File: src/rtl/sprite_rom_arb_if.sv
// Bus bundle between the four sprite requesters, the arbiter and the sprite ROM.
// Carries the request/address inputs, grant and read-return outputs, plus the debug pointer.
interface sprite_rom_arb_if #(
   parameter int AW = 17,
   parameter int DW = 12
);
   // Handshake: req[k] is a level held, together with addr_k, until gnt[k] pulses for one
   // cycle. A requester may drop req or present a new address in its gnt cycle.
   // rd_valid[k] pulses exactly one cycle after gnt[k] and qualifies rd_data.
   logic [3:0]    req;
   logic [AW-1:0] addr0;
   logic [AW-1:0] addr1;
   logic [AW-1:0] addr2;
   logic [AW-1:0] addr3;
   logic          freeze;
   logic [3:0]    gnt;
   logic [AW-1:0] rom_addr;
   logic [DW-1:0] rom_data;
   logic [3:0]    rd_valid;
   logic [DW-1:0] rd_data;
   logic          busy;
   logic [1:0]    ptr;

   modport master (
      output req, addr0, addr1, addr2, addr3, freeze, rom_data,
      input  gnt, rom_addr, rd_valid, rd_data, busy, ptr
   );

   modport slave (
      input  req, addr0, addr1, addr2, addr3, freeze, rom_data,
      output gnt, rom_addr, rd_valid, rd_data, busy, ptr
   );
endinterface

File: src/rtl/sprite_rom_arb.sv
// Four-way round-robin arbiter in front of a synchronous-read sprite ROM.
// One access per clock; read data is returned to the winner two cycles after the decision.
module sprite_rom_arb #(
   parameter int AW = 17,
   parameter int DW = 12
) (
   input  logic            clk,
   input  logic            rst_n,
   sprite_rom_arb_if.slave bus
);

   logic [3:0]    gnt_q;
   logic [3:0]    gnt_d;
   logic [3:0]    rd_valid_q;
   logic [AW-1:0] rom_addr_q;
   logic [AW-1:0] rom_addr_d;
   logic [1:0]    ptr_q;
   logic [1:0]    ptr_d;

   logic          win_found;
   logic [1:0]    win_idx;
   logic [1:0]    cand;
   logic [AW-1:0] win_addr;
   logic [DW-1:0] rd_data_w;

   // Search starts at the pointer and wraps; the first requester found wins.
   always_comb begin
      win_found = 1'b0;
      win_idx   = 2'd0;
      cand      = 2'd0;
      for (int i = 0; i < 4; i++) begin
         cand = ptr_q + 2'(i);
         if (!win_found && bus.req[cand]) begin
            win_found = 1'b1;
            win_idx   = cand;
         end
      end
   end

   always_comb begin
      win_addr = bus.addr0;
      case (win_idx)
         2'd0: win_addr = bus.addr0;
         2'd1: win_addr = bus.addr1;
         2'd2: win_addr = bus.addr2;
         2'd3: win_addr = bus.addr3;
      endcase
   end

   // Freeze or an idle cycle leaves the pointer and ROM address untouched.
   always_comb begin
      gnt_d      = 4'b0000;
      rom_addr_d = rom_addr_q;
      ptr_d      = ptr_q;
      if (win_found && !bus.freeze) begin
         gnt_d      = 4'b0001 << win_idx;
         rom_addr_d = win_addr;
         ptr_d      = win_idx + 2'd1;
      end
   end

   always_ff @(posedge clk or negedge rst_n) begin
      if (!rst_n) begin
         gnt_q      <= 4'b0000;
         rd_valid_q <= 4'b0000;
         rom_addr_q <= '0;
         ptr_q      <= 2'd0;
      end else begin
         gnt_q      <= gnt_d;
         rd_valid_q <= gnt_q;
         rom_addr_q <= rom_addr_d;
         ptr_q      <= ptr_d;
      end
   end

   assign rd_data_w    = bus.rom_data;
   assign bus.rd_data  = rd_data_w;
   assign bus.gnt      = gnt_q;
   assign bus.rd_valid = rd_valid_q;
   assign bus.rom_addr = rom_addr_q;
   assign bus.ptr      = ptr_q;
   assign bus.busy     = (|bus.req) | (|rd_valid_q);

endmodule

File: src/flat_wrapper.sv
// flat-port wrapper written by rule: the top's interface ports become plain ports
module sprite_rom_arb_flat 
#(
   parameter int AW = 17,
   parameter int DW = 12
)
  (clk, rst_n, bus_req, bus_addr0, bus_addr1, bus_addr2, bus_addr3, bus_freeze, bus_rom_data, bus_gnt, bus_rom_addr, bus_rd_valid, bus_rd_data, bus_busy, bus_ptr);
  sprite_rom_arb_if #(.AW(AW), .DW(DW)) bus_i ();
  input  logic clk;
  input  logic rst_n;
  input wire logic [$bits(bus_i.req)-1:0] bus_req;
  input wire logic [$bits(bus_i.addr0)-1:0] bus_addr0;
  input wire logic [$bits(bus_i.addr1)-1:0] bus_addr1;
  input wire logic [$bits(bus_i.addr2)-1:0] bus_addr2;
  input wire logic [$bits(bus_i.addr3)-1:0] bus_addr3;
  input wire logic [$bits(bus_i.freeze)-1:0] bus_freeze;
  input wire logic [$bits(bus_i.rom_data)-1:0] bus_rom_data;
  output wire logic [$bits(bus_i.gnt)-1:0] bus_gnt;
  output wire logic [$bits(bus_i.rom_addr)-1:0] bus_rom_addr;
  output wire logic [$bits(bus_i.rd_valid)-1:0] bus_rd_valid;
  output wire logic [$bits(bus_i.rd_data)-1:0] bus_rd_data;
  output wire logic [$bits(bus_i.busy)-1:0] bus_busy;
  output wire logic [$bits(bus_i.ptr)-1:0] bus_ptr;
  assign bus_i.req = bus_req;
  assign bus_i.addr0 = bus_addr0;
  assign bus_i.addr1 = bus_addr1;
  assign bus_i.addr2 = bus_addr2;
  assign bus_i.addr3 = bus_addr3;
  assign bus_i.freeze = bus_freeze;
  assign bus_i.rom_data = bus_rom_data;
  assign bus_gnt = bus_i.gnt;
  assign bus_rom_addr = bus_i.rom_addr;
  assign bus_rd_valid = bus_i.rd_valid;
  assign bus_rd_data = bus_i.rd_data;
  assign bus_busy = bus_i.busy;
  assign bus_ptr = bus_i.ptr;
  sprite_rom_arb #(.AW(AW), .DW(DW)) u_core (.clk(clk), .rst_n(rst_n), .bus(bus_i));
endmodule
File: config.mk
export PLATFORM = sky130hd
export DESIGN_NAME = sprite_rom_arb_flat
export DESIGN_NICKNAME = d
export VERILOG_FILES = /design/src/rtl/sprite_rom_arb_if.sv /design/src/rtl/sprite_rom_arb.sv /design/src/flat_wrapper.sv
export SDC_FILE = /design/constraint.sdc
export NUM_CORES = 1
export LEC_CHECK = 0
export ABC_AREA = 1
export CAP_MARGIN = 20
export CORE_MARGIN = 5
export CORE_UTILIZATION = 50
export DETAILED_ROUTE_END_ITERATION = 8
export DONT_BUFFER_PORTS = 1
export SYNTH_ARGS = -nofsm -noshare
export SYNTH_HDL_FRONTEND = slang
export SYNTH_SLANG_ARGS = --single-unit
File: constraint.sdc
create_clock -name clk -period 2.8 [get_ports clk]
set_input_delay 0.28 -clock clk [delete_from_list [all_inputs] [get_ports clk]]
set_output_delay 0.28 -clock clk [all_outputs]
set_load 0.01 [all_outputs]
After elaboration in Yosys (flattened, before gate mapping)

Cells that the tools add are included.
W data, S select, Z words.

Output and inout bits: 40
RAM bits: 0
Register bits after elaboration: 27
Memories kept: 0
Latch bits: 0
Logic and storage cells: 46
ROM bits: 0
Input bits: 87

Bitwise logic cells: 1
Reductions and logical operators: 11
$lt $le $gt $ge: 4
Div/mod/pow operators: 0
Multiply operators: 0
Mux-type cells: 18
Shifts and indexed selects: 1
Equal/unequal tests: 3
Add/subtract/negate cells: 4

Operators by type and width:

| cell                  | count |
|---|---|
| $pmux W17 S4          | 1 |
| $lt A2 B3 Y1 const B  | 4 |
| $bmux W1 S2           | 4 |
| $mux W1               | 8 |
| $mux W2               | 4 |
| $reduce_or A4 Y1      | 2 |
| $add A2 B1 Y2 const B | 2 |
| $add A2 B2 Y2 const B | 2 |
| $eq A2 B2 Y1 const B  | 2 |
| $logic_and A1 B1 Y1   | 4 |
| $logic_not A1 Y1      | 4 |
| $mux W4               | 1 |
| $shl A1 B2 Y4 const A | 1 |
| $eq A2 B1 Y1 const B  | 1 |
| $logic_not A2 Y1      | 1 |
| $or A1 B1 Y1          | 1 |

Logic depth before layout (Yosys ltp)

Gate-level depths: netlist (run 1).

Depth in word-level cells: 14
Mapped depth: 19
Gate-level depth less buffers: 16

Least setup slack after synthesis (run 1)

No wires, ideal clock.

Path kind: reg2reg
Start point: register u_core.ptr_q[0], in the netlist u_core.bus.ptr[0]
End point: register u_core.rom_addr_q[4], in the netlist u_core.bus.rom_addr[4]
Cell stages (with the launch flop): 18
Slack: 0.486 ns
Path buffers: 3
Period minus slack after synthesis: 2.314 ns
Data required time: 2.717 ns
Data arrival time: 2.231 ns
Setup time: 0.083 ns
Cells stage by stage: dfrtp_1 > buf_6 > inv_6 > nand2_1 > nand3_1 > nand2_1 > inv_1 > nand2_1 > nand2_1 > nand2_1 > nor2_1 > inv_1 > ha_1 > buf_2 > inv_1 > clkbuf_1 > o21ai_0 > o21ai_0

Cells in the longest elaborated chain, start to end: 14
Elaborated cells between the ends (all ways): 31
Classes of those cells: add/sub: 3; eq/ne: 3; mux: 17; reduce/logical: 8

Ends and longest elaborated chain:

| element                                                | line                 | text |
|---|---|---|
| from (decl)                                            | sprite_rom_arb.sv:17 | `logic [1:0] ptr_q;` |
| from (signal assigned)                                 | sprite_rom_arb.sv:72 | `ptr_q <= ptr_d;` |
| branches (longest 14 deep; another with $add A2 B1 Y2) | --                   |  |
| to (signal assigned)                                   | sprite_rom_arb.sv:71 | `rom_addr_q <= rom_addr_d;` |
| to (decl)                                              | sprite_rom_arb.sv:15 | `logic [AW-1:0] rom_addr_q;` |

Several ways; the timed one is not identified. The select of a mux whose other input is x is not followed.
A chain may end at the register's enable or synchronous reset.

Final worst setup path (run 1)

Start point: register u_core.ptr_q[1], in the netlist u_core.bus.ptr[1]
End point: register u_core.rom_addr_q[14], in the netlist u_core.bus.rom_addr[14]

The elaborated chain is that of the path after synthesis.

==> flow_summary.toml, run 1 <==
[drt]
drtIter0Drc = 94
via_per_inst = 5.48
drt-wirelength-per-cell_um = 16.1
vias = 1572
wl_mm = 4.63
antenna_left = 0
first_pass_iters = 4
drc = 0

[cts]
postCtsSetupBuffers = 0
h-tree-depth = 1
clock-sinks = 27
clock_path_buffers = 2
cts_made_buffers = 3
cts_tree = "yes"
path_clk_slew_ns = 0.16
clk_latency_ns = 0.33
clock-root-buffer = "clkbuf_4"

[die]
coreArea_um2 = 3420
dieArea_um2 = 4900
ios = 127
row_count = 21
start_util = 0.527
die_x_um = 70.0
fp.dieH_um = 70.0

[pwr]
p_sw_mw = 1.57
vdd_drop_max_v = 0.000573
power_density_nw_per_um2 = 1650
p_seq_frac = 0.278
switching_share = 0.533
cellLeakagePower_nw = 0.851
comb_power_share = 0.661
internal_power_mw = 1.37
p_clk_frac = 0.060

[logic_synthesis]
synth_nets = 350
yosysWarnings = 0
syn_area_per_cell_um2 = 6.98
synthDistinctLibCells = 20
synth_seq_area_share = 0.375
synth_area_um2 = 1800
ys_ff_latch = 27
syn_inst = 258

[flow_run]
drv_cap = 0

[placed_design]
dp_hpwl_mm = 3.54
numPlacedInstances = 281
dp_slack_ns = 0.102
port_buffers = 0
place_congestion = 0.889

[layout]
n_fill_cell = 342
regArea_um2 = 677
final_common_cell = "nand2_1"
final_util = 0.522
final_cells = 287
mostFrequentLayoutCells = "nand2_1, o21ai_0, dfrtp_1"
multiInputGateArea_um2 = 876
fin_nets = 334
insertedDiodeCount = 0
areaGrowthSynthToFinish_pct = -1.11
drive_above_1_share = 0.0705

[status]
outcome = "finished, final reports clean"

[setup_path]
critical_path_arrival_ns = 2.80
cp-end-kind = "flop"
critPathMaxFanout = 17
criticalPathCategory = "reg2reg"
critPathRequiredTime_ns = 3.02
reg2reg_from = "u_core.bus.ptr[1]"
r2r_cells = 17
rr_endpoint = "u_core.bus.rom_addr[14]"
reg2reg_setup_slack_ns = 0.21
critPathLaunchType = "flop"

[timing]
fin_tns_setup_ns = 0
period_minus_slack_ns = 2.59
setup_viol = 0
relSlewSlack = 0.624
fmax_mhz = 386
finalHoldViolCount = 0
worst_slew_pin_slew_ns = 0.563
drv_slew = 0
clock_skew_ns = 0.00308
fin_crit_sh = 0.925
whs_ns = 0.145
fin_ws_ns = 0.211

[hold_path]
hold_class = "in2reg"
worstHoldEndpoint = "u_core.bus.rom_addr[8]"
hold_start = "bus_addr0[8]"
holdPathStages = 2

[grt]
track_usage = 0.187
antenna_found_initial = 0
grt_pass1_vias = 1604
grt_pass1_wl_mm = 7.60
overflow = 0
grt_max_degree = 40
-- stage by stage --
step | area [um2] | power (mW)
floorplan | 1800 | 2.31
global placement | 1710 | 2.68
detailed placement | 1710 | 2.74
CTS | 1770 | 2.93
global route | 1780 | 3.29
finish | 1780 | 2.94
-- metal layers --
layer / wire length, um / global-route usage
met4: 36 / 0.0574
met1: 1820 / 0.218
met3: 468 / 0.0416
met5: 0 / 0
met2: 2310 / 0.340
-- timing repair --
item	4_1_cts	5_1_grt
setup endpoints to repair	0	17
hold buffers	2	0
gates resized for setup	0	3
hold endpoints to repair	27	0
-- synth_stat cells (all sizes together) --
cell type / instances / area share
clkbuf: 1 / 0.0021
nand4: 1 / 0.0035
a21oi: 17 / 0.047
inv: 18 / 0.040
o21ai: 36 / 0.10
ha: 5 / 0.035
buf: 25 / 0.098
nand3: 25 / 0.069
nor2: 7 / 0.017
nand2: 94 / 0.20
dfrtp: 27 / 0.38
nor4: 2 / 0.015
-- sequential cells by signal (all words and copies together) (netlist names) --
register             cells
u_core.bus.rom_addr     17
u_core.bus.gnt           4
u_core.bus.rd_valid      4
u_core.bus.ptr           2
-- how the worst max path moves through the flow --
stage / startpoint / endpoint / depth (start not counted)
2_1_floorplan: u_core.bus.ptr[0] / u_core.bus.rom_addr[4] / 17
3_3_place_gp: u_core.bus.ptr[0] / u_core.bus.rom_addr[4] / 13
3_5_place_dp: u_core.bus.ptr[0] / u_core.bus.rom_addr[4] / 13
4_1_cts: u_core.bus.ptr[0] / u_core.bus.rom_addr[16] / 15
5_1_grt: u_core.bus.ptr[1] / u_core.bus.rom_addr[14] / 17
6_report: u_core.bus.ptr[1] / u_core.bus.rom_addr[14] / 17
-- power groups by stage --
stage / sequential, mW / clock [mW] / combinational (mW)
final: 0.819 / 0.178 / 1.95
after global routing: 0.845 / 0.202 / 2.25
after CTS: 0.824 / 0.182 / 1.93
after detailed placement: 0.831 / 0 / 1.91
after global placement: 0.832 / 0 / 1.84
after floorplan: 0.761 / 0 / 1.55
-- worst max-delay path, cell delays in order (launching register included) --
cell	delay (ns)
dfrtp_1	0.53
inv_1	0.15
nand2_1	0.10
nand2_2	0.08
nand2_1	0.06
nand2_1	0.05
nand2_1	0.08
nand2_1	0.06
nand2_1	0.08
nand2_1	0.05
nor2_1	0.20
inv_1	0.13
ha_1	0.26
buf_4	0.22
a21oi_1	0.17
nand3_1	0.08
o21ai_0	0.07
o21ai_0	0.10
-- logic make-up (layout without fill, tap and decap cells) --
family | count (synthesis) | after routing | synth area share
AND/OR/NAND/NOR | 129 | 129 | 0.303
AO/OA/AOI/OAI | 53 | 53 | 0.147
buffers and inverters | 44 | 27 | 0.140
flip-flops | 27 | 27 | 0.375
adder cells (fa/ha/maj) | 5 | 5 | 0.0347
-- cell type report --
type,count,share of cell area
well taps,46,0.0323
clock inverters,1,0.00421
inverters,18,0.0428
clock buffers,3,0.0126
flip-flops and latches,27,0.380
multi-input cells,187,0.492
repair buffers,5,0.0365
Power figures use the tool's default switching activity.
==> inputs of run 2 (changes only) <==
- ABC_CLOCK_PERIOD_IN_PS: not set -> 2800
==> results of run 2 <==
The final DEF is identical to that of run 1; final timing and power are the same.
==> inputs of run 3 (changes only) <==
- ABC_CLOCK_PERIOD_IN_PS: 2800 -> not set
==> results of run 3 <==
The final DEF is identical to that of run 1; final timing and power are the same.
